===== config.mk =====
export PLATFORM = sky130hd
export DESIGN_NAME = pipe_add_acc
export DESIGN_NICKNAME = d
export VERILOG_FILES = /design/src/rtl/pipe_add_acc.sv
export SDC_FILE = /design/constraint.sdc
export NUM_CORES = 1
export LEC_CHECK = 0
export ABC_CLOCK_PERIOD_IN_PS = 3800
export CAP_MARGIN = 20
export CELL_PAD_IN_SITES_DETAIL_PLACEMENT = 1
export CELL_PAD_IN_SITES_GLOBAL_PLACEMENT = 2
export CORE_AREA = 5 5 91 93
export DETAILED_ROUTE_END_ITERATION = 16
export DIE_AREA = 0 0 96 98
export PLACE_DENSITY_LB_ADDON = 0.1
export RECOVER_POWER = 100
export SETUP_SLACK_MARGIN = 0.1
export SYNTH_ARGS = -nofsm -noshare
export SYNTH_HDL_FRONTEND = slang
export SYNTH_SLANG_ARGS = --single-unit

===== constraint.sdc =====
create_clock -name clk -period 3.8 [get_ports clk]
set_clock_uncertainty 0.1 [all_clocks]
set_input_delay 0.38 -clock clk [delete_from_list [all_inputs] [get_ports clk]]
set_output_delay 0.38 -clock clk [all_outputs]
set_load 0.1 [all_outputs]

===== src/rtl/pipe_add_acc.sv =====
// Two-stage pipelined add/sub/accumulate unit with valid/ready on both sides.
// Stage 1 holds the accepted operands; stage 2 is the registered result.
module pipe_add_acc #(
    parameter int unsigned DATA_W   = 4,
    parameter int unsigned OUT_W    = 8,
    parameter int unsigned SAT_MODE = 0,
    parameter int unsigned CNT_W    = 16
) (
    input  logic              clk,
    input  logic              rst_n,
    input  logic              in_valid,
    output logic              in_ready,
    input  logic [DATA_W-1:0] in_a,
    input  logic [DATA_W-1:0] in_b,
    input  logic [1:0]        in_op,
    output logic              out_valid,
    input  logic              out_ready,
    output logic [OUT_W-1:0]  out_sum,
    output logic              out_ovf,
    output logic [CNT_W-1:0]  txn_cnt,
    output logic              dbg_busy
);

    localparam int unsigned XW = OUT_W + 1;

    typedef enum logic [1:0] {
        OP_ADD = 2'b00,
        OP_SUB = 2'b01,
        OP_ACC = 2'b10,
        OP_CLR = 2'b11
    } op_e;

    logic              s1_valid;
    logic [DATA_W-1:0] s1_a;
    logic [DATA_W-1:0] s1_b;
    op_e               s1_op;
    logic              s2_valid;
    logic [OUT_W-1:0]  acc;

    logic              in_fire;
    logic              out_fire;
    logic              s2_load;

    logic [XW-1:0]     a_x;
    logic [XW-1:0]     b_x;
    logic [XW-1:0]     t;
    logic [OUT_W-1:0]  nxt_sum;
    logic              nxt_ovf;
    logic [OUT_W-1:0]  nxt_acc;

    assign s2_load   = s1_valid && (!s2_valid || out_ready);
    assign in_ready  = !s1_valid || s2_load;
    assign in_fire   = in_valid && in_ready;
    assign out_fire  = s2_valid && out_ready;
    assign out_valid = s2_valid;
    assign dbg_busy  = s1_valid || s2_valid;

    // One extra bit exposes carry (accumulate) or borrow (subtract) in t[OUT_W].
    always_comb begin
        a_x     = XW'(s1_a);
        b_x     = XW'(s1_b);
        t       = '0;
        nxt_sum = '0;
        nxt_ovf = 1'b0;
        nxt_acc = acc;
        case (s1_op)
            OP_ADD: begin
                t       = a_x + b_x;
                nxt_sum = t[OUT_W-1:0];
            end
            OP_SUB: begin
                t       = a_x - b_x;
                nxt_ovf = t[OUT_W];
                nxt_sum = (t[OUT_W] && (SAT_MODE != 0)) ? '0 : t[OUT_W-1:0];
            end
            OP_ACC: begin
                t       = {1'b0, acc} + a_x + b_x;
                nxt_ovf = t[OUT_W];
                nxt_acc = (t[OUT_W] && (SAT_MODE != 0)) ? '1 : t[OUT_W-1:0];
                nxt_sum = nxt_acc;
            end
            OP_CLR: begin
                nxt_acc = '0;
                nxt_sum = '0;
            end
            default: begin
                nxt_acc = acc;
            end
        endcase
    end

    always_ff @(posedge clk or negedge rst_n) begin
        if (!rst_n) begin
            s1_valid <= 1'b0;
            s1_a     <= '0;
            s1_b     <= '0;
            s1_op    <= OP_ADD;
        end else if (in_fire) begin
            s1_valid <= 1'b1;
            s1_a     <= in_a;
            s1_b     <= in_b;
            s1_op    <= op_e'(in_op);
        end else if (s2_load) begin
            s1_valid <= 1'b0;
        end
    end

    always_ff @(posedge clk or negedge rst_n) begin
        if (!rst_n) begin
            s2_valid <= 1'b0;
            out_sum  <= '0;
            out_ovf  <= 1'b0;
            acc      <= '0;
        end else if (s2_load) begin
            s2_valid <= 1'b1;
            out_sum  <= nxt_sum;
            out_ovf  <= nxt_ovf;
            acc      <= nxt_acc;
        end else if (out_fire) begin
            s2_valid <= 1'b0;
        end
    end

    always_ff @(posedge clk or negedge rst_n) begin
        if (!rst_n) begin
            txn_cnt <= '0;
        end else if (out_fire) begin
            txn_cnt <= txn_cnt + CNT_W'(1);
        end
    end

endmodule


==> metrics.yaml, run 1 <==
status: "finished with violations"
violations: "max-capacitance violations, max-slew violations"
dieArea_mm2: 0.00941
p_leak_nw: 1.43
fin_ws_ns: 0.834
path_delay_family: "adder cells"
fill_cells: 838
crit_type: "reg -> reg"
holdPathEnd: "txn_cnt[15]$_DFFE_PN0P_"
ctsHoldBuffers: 0
die_w_um: 96
cts_tree: "built"
place_hpwl_mm: 4.85
async_reset_ff_share_pct: 100
synth_warnings: 0
fmax_ghz: 0.337
wire_per_inst_um: 16.3
period_share_pct: 78.1
synth_cell_types: 56
first_pass_iters: 4
syn_inst: 242
seqCellArea_mm2: 0.00113
final_cell_mix: "45 x dfrtp_1, 28 x dlygate4sd3_1, 22 x nand2_1, 17 x ha_1, 14 x inv_1"
vias_per_cell: 5.03
r2r_end: "out_sum[7]$_DFFE_PN0P_"
crit_fanout: 6
grt_usage_pct: 14.6
synthesis.nets: 280
crit_arrival_ns: 3.06
hold_path.startpoint: "txn_cnt[15]$_DFFE_PN0P_"
gp_congestion: 0.721
power_density_mw_per_mm2: 720
fin_area_mm2: 0.00318
hold_viol_final: 0
ant_nets: 0
placed_cell_area_mm2: 0.00314
multi_input_area_mm2: 0.00137
slew_viol_final: 46
crit_buf_inv: 0
core_area_mm2: 0.00745
diodes: 0
synth_ff_type: "dfrtp_1"
grt_pass1_vias: 2064
grt_max_degree: 46
syn_area_mm2: 0.00263
slowest_stage: "a211oi_1"
portBuffers: 41
cp.required_ns: 3.90
cts_buffers: 5
htreeDepth: 2
rrSetupSlack_ns: 0.83
tns_ns: 0
die_h_um: 98
cts-root-buf: "clkbuf_8"
ys_seq_area_share_pct: 42.9
worst_pin_slew_ns: 2.50
cts.sinks: 45
crit_top_cell: "fa_1"
std_cell_rows: 32
clkTransAtPathRegs_ns: 0.09
worst_setup_path_start_kind: "flip-flop"
synth_edf_count: 0
place_ws_ns: 1.03
antenna_found_initial: 0
ff2ff_path_depth: 7
clkLatencyLatePin_ns: 0.30
synth_seq_cells: 45
drcViolationCount: 0
worstHoldPathType: "reg -> reg"
finalWirelength_mm: 6.34
ios: 42
initial_utilization_pct: 35.3
grt_overflow: 0
rsz0062_at_grt: "no"
setup_violations: 0
cts_setup_buffers: 0
cp_cell_sequence: "fa_1 > ha_1 > fa_1 > a211oi_1 > nor3_1 > xnor2_1 > o41ai_1"
drv_cap: 1
final_common_cell: "dfrtp_1"
finalCriticalPeriod_ns: 2.97
num_vias: 1951
syn_area_per_cell_um2: 10.9
cts-resized-gates: 0
areaGrowthSynthToFinish_pct: 21.0
ir_drop_mv: 0.386
final_layout_size_suffix_gt1_share_pct: 8.04
endpoint_kind: "flip-flop"
relSlewSlack_pct: -66.7
slowest_delay_ns: 0.53
nNetsFinal: 323
drt_iter0_markers: 34
grt_pass1_wl_mm: 10.8
holdPathStages: 1
crit_cells: 7
worstReg2RegStart: "s1_a[1]$_DFFE_PN0P_"
power.total_mw: 2.29
cts_buffer_depth: 2
power breakdown:
group / internal (mW) / switching (mW) / total, mW
logic: 0.375 / 0.893 / 1.27
clock network: 0.130 / 0.173 / 0.303
registers: 0.593 / 0.122 / 0.715
total: 1.10 / 1.19 / 2.29
metrics by stage:
stage | util [%] | cells | hold WS [ns]
after floorplan | - | 242 | -0.0156
after global placement | 42.2 | 380 | 0.362
after detailed placement | 42.2 | 380 | 0.362
after CTS | 43.4 | 388 | 0.0899
after global routing | 42.7 | 388 | 0.396
final | 42.7 | 388 | 0.366
worst max-delay path by stage:
stage / slack, ns / endpoint / start
floorplan: 0.96 / s1_a[0]$_DFFE_PN0P_ / out_valid$_DFFE_PN0P_
global placement: 1.07 / out_sum[5]$_DFFE_PN0P_ / s1_a[1]$_DFFE_PN0P_
detailed placement: 1.03 / acc[7]$_DFFE_PN0P_ / s1_a[1]$_DFFE_PN0P_
CTS: 1.01 / out_sum[5]$_DFFE_PN0P_ / s1_a[1]$_DFFE_PN0P_
global route: 0.50 / out_sum[7]$_DFFE_PN0P_ / s1_a[1]$_DFFE_PN0P_
finish: 0.83 / out_sum[7]$_DFFE_PN0P_ / s1_a[1]$_DFFE_PN0P_
routing by layer:
layer  routed length [um]  up-vias  global-route usage (%)
met1                 3280      975                    22.5
met5                    0        -                       0
li1                     -      942                       -
met3                  181        4                    2.54
met4                   34        0                    3.50
met2                 2850       30                    21.1
registers in the layout (all words and copies together), names as in the netlist:
| register | count |
|---|---|
| s1_a | 4 |
| acc | 8 |
| s1_op | 2 |
| out_valid | 1 |
| s1_valid | 1 |
| txn_cnt | 16 |
| out_sum | 8 |
| s1_b | 4 |
| out_ovf | 1 |
kinds of logic (layout without fill, tap and decap cells):
| family | after synthesis | count (layout) | share of synthesized area [%] |
|---|---|---|---|
| flops | 45 | 45 | 42.9 |
| compound gates | 40 | 40 | 11.4 |
| simple gates | 82 | 82 | 18.0 |
| mux | 12 | 12 | 5.10 |
| buf+inv | 21 | 65 | 3.14 |
| xor+xnor | 18 | 18 | 6.00 |
| fa+ha+maj | 24 | 24 | 13.4 |
synth_stat cells, drive strengths merged (4+ instances only):
cell type	instances	area (um^2)
dfrtp	45	1130
xnor2	12	105
nand4	8	65.1
xor2	6	52.6
a21oi	4	20.0
fa	7	140
clkbuf	4	16.3
ha	17	213
mux2	11	124
nor2	12	45.0
nand2b	7	43.8
nor3	7	35.0
o21ai	8	40.0
nand3	8	40.0
nand2	22	85.1
inv	14	52.6
final cells by class:
cell class	instances	area share, %
clock inverter	2	0.473
tap	102	4.02
sequential	45	35.4
timing repair buffer	43	12.9
multi-input combinational	176	43.2
clock buffer	6	2.28
inverter	14	1.65
Power figures use the tool's default switching activity.
==> run 2: changes to the inputs <==
--- a/config.mk
+++ b/config.mk
@@ -5,13 +5,13 @@
 export SDC_FILE = /design/constraint.sdc
 export NUM_CORES = 1
 export LEC_CHECK = 0
-export ABC_CLOCK_PERIOD_IN_PS = 3800
+export ABC_CLOCK_PERIOD_IN_PS = 2720
 export CAP_MARGIN = 20
 export CELL_PAD_IN_SITES_DETAIL_PLACEMENT = 1
 export CELL_PAD_IN_SITES_GLOBAL_PLACEMENT = 2
-export CORE_AREA = 5 5 91 93
+export CORE_AREA = 5 5 99 101
 export DETAILED_ROUTE_END_ITERATION = 16
-export DIE_AREA = 0 0 96 98
+export DIE_AREA = 0 0 104 106
 export PLACE_DENSITY_LB_ADDON = 0.1
 export RECOVER_POWER = 100
 export SETUP_SLACK_MARGIN = 0.1
==> constraint.sdc (replaced) <==
create_clock -name clk -period 2.72 [get_ports clk]
set_clock_uncertainty 0.1 [all_clocks]
set_input_delay 0.272 -clock clk [delete_from_list [all_inputs] [get_ports clk]]
set_output_delay 0.272 -clock clk [all_outputs]
set_load 0.1 [all_outputs]
==> run 2 against run 1 <==
  * The flow now finishes without violations
  * Cell area decreased by 1.3%
  * Global-route usage decreased by 1.3 points
  * Sequential share of layout area increased by 0.51 points
  * Worst hold slack improved by 0.0052 ns
  * Worst setup slack got worse by 0.64 ns
  * Cell count increased by 4.9%
  * Critical path type unchanged
  * Largest cell class unchanged
==> metrics.yaml, run 2 (synthesized netlist as in run 1, its figures left out) <==
multi_input_area_mm2: 0.00140
instances_no_fill: 407
die_h_um: 106
top_register: "txn_cnt"
areaGrowthSynthToFinish_pct: 19.4
crit_type: "reg -> reg"
final_common_cell: "dfrtp_1"
vias_per_cell: 4.88
met2_length_mm: 2.99
place_inst: 395
p_leak_nw: 1.37
whs_ns: 0.372
endpoint_kind: "flip-flop"
fill_cells: 1031
htreeDepth: 2
largest_register_ffs: 16
std_cell_rows: 35
cts_tree: "built"
ant_nets: 0
wire_per_inst_um: 17.0
seqCellArea_mm2: 0.00113
tns_ns: 0
ir_drop_mv: 0.480
top_layer: "met4"
worst_setup_path_start_kind: "flip-flop"
rrSetupSlack_ns: 0.20
slew_viol_final: 0
placed_cell_area_mm2: 0.00314
die_w_um: 104
crit_start: "acc[1]$_DFFE_PN0P_"
final_cell_mix: "44 x dfrtp_1, 33 x clkbuf_1, 22 x nand2_1, 16 x ha_1, 14 x inv_1"
clkLatencyLatePin_ns: 0.30
nNetsFinal: 333
finalCriticalPeriod_ns: 2.52
antenna_found_initial: 0
dieArea_mm2: 0.0110
fmax_ghz: 0.396
grt_overflow: 0
fin_area_mm2: 0.00314
first_pass_iters: 4
cts.sinks: 45
period_share_pct: 92.8
gp_congestion: 0.725
met3WireLength_um: 189
place_ws_ns: 0.0548
relSlewSlack_pct: 20.3
crit_fanout: 3
diodes: 0
cts_buffers: 5
initial_utilization_pct: 29.4
hold_viol_final: 0
core_area_mm2: 0.00893
rsz0062_at_grt: "yes"
setup_violations: 0
cp.required_ns: 2.81
finalWirelength_mm: 6.94
ff2ff_path_depth: 8
r2r_end: "out_sum[3]$_DFFE_PN0P_"
drv_cap: 0
hold_path.startpoint: "txn_cnt[15]$_DFFE_PN0P_"
worstHoldPathType: "reg -> reg"
cts_buffer_depth: 2
status: "finished, final reports clean"
worst_pin_slew_ns: 1.20
clkTransAtPathRegs_ns: 0.10
num_vias: 1985
grt_max_degree: 22
portBuffers: 41
drcViolationCount: 0
grt_pass1_vias: 2118
place_hpwl_mm: 5.19
top_regs: "txn_cnt (16), acc (8), out_sum (8)"
grt_pass1_wl_mm: 11.8
ios: 42
grt_usage_pct: 13.3
final_layout_size_suffix_gt1_share_pct: 11.5
endpoint: "out_sum[3]$_DFFE_PN0P_"
cts-root-buf: "clkbuf_8"
worstReg2RegStart: "acc[1]$_DFFE_PN0P_"
drt_iter0_markers: 55
crit_arrival_ns: 2.61
power_density_mw_per_mm2: 1060
route.layer.met1.wl_mm: 3.72
fin_ws_ns: 0.197
-- run 2: cell count changes in the layout (fill, tap and decap cells not counted), sizes merged --
cell,delta
dlygate4sd3,-26
buf,+3
clkinvlp,-2
bufinv,+1
clkinv,+1
clkbuf,+33
-- run 2: worst min-delay path by stage --
stage | endpoint | slack (ns) | cells past startpoint
2_1_floorplan | acc[0]$_DFFE_PN0P_ | -0.12 | 0
3_3_place_gp | s1_a[2]$_DFFE_PN0P_ | 0.17 | 1
3_5_place_dp | s1_b[2]$_DFFE_PN0P_ | 0.17 | 1
4_1_cts | s1_b[2]$_DFFE_PN0P_ | 0.37 | 2
5_1_grt | txn_cnt[15]$_DFFE_PN0P_ | 0.39 | 1
6_report | txn_cnt[15]$_DFFE_PN0P_ | 0.37 | 1
-- run 2: where the power goes --
part           switching, mW  leakage, nW  internal, mW
sequential             0.172        0.569         0.829
combinational           1.30        0.748         0.498
clock                  0.254       0.0554         0.277
total                   1.72         1.37          1.60
-- run 2: per-layer routing --
metal  GRT usage (%)  vias up
li1                -      962
met1            20.2      987
met2            19.3       32
met3            2.85        4
met4            3.05        0
met5               0        -
-- run 2: worst max-delay path, stage by stage (launching register included) --
cell and delay [ns]:
dfrtp_1 0.41, fa_1 0.49, ha_2 0.21, fa_2 0.40, clkbuf_4 0.15, xor2_1 0.15, nand2_1 0.09, nand4_1 0.08
a221o_1 0.32
-- run 2: layout make-up --
type                            instances  area share [%]
Clock buffer                            6            2.31
Clock inverter                          2            1.24
Inverter                               14            1.68
Multi-Input combinational cell        176            44.6
Sequential cell                        45            36.0
Tap cell                              111            4.43
Timing Repair Buffer                   53            9.82
-- run 2: per-stage QoR --
stage | util [%] | power [mW]
after floorplan | - | 2.38
after global placement | 35.2 | 2.85
after detailed placement | 35.2 | 2.87
after CTS | 36.7 | 3.45
after global routing | 35.1 | 3.57
final | 35.1 | 3.33
-- run 2: timing repair --
item                                    CTS  global route
endpoints found under the setup margin    3             4
buffers inserted                          0             3
pin swaps                                 1             7
endpoints found under the hold margin    19             0
hold buffers                              1             0
resized for setup                         2             3
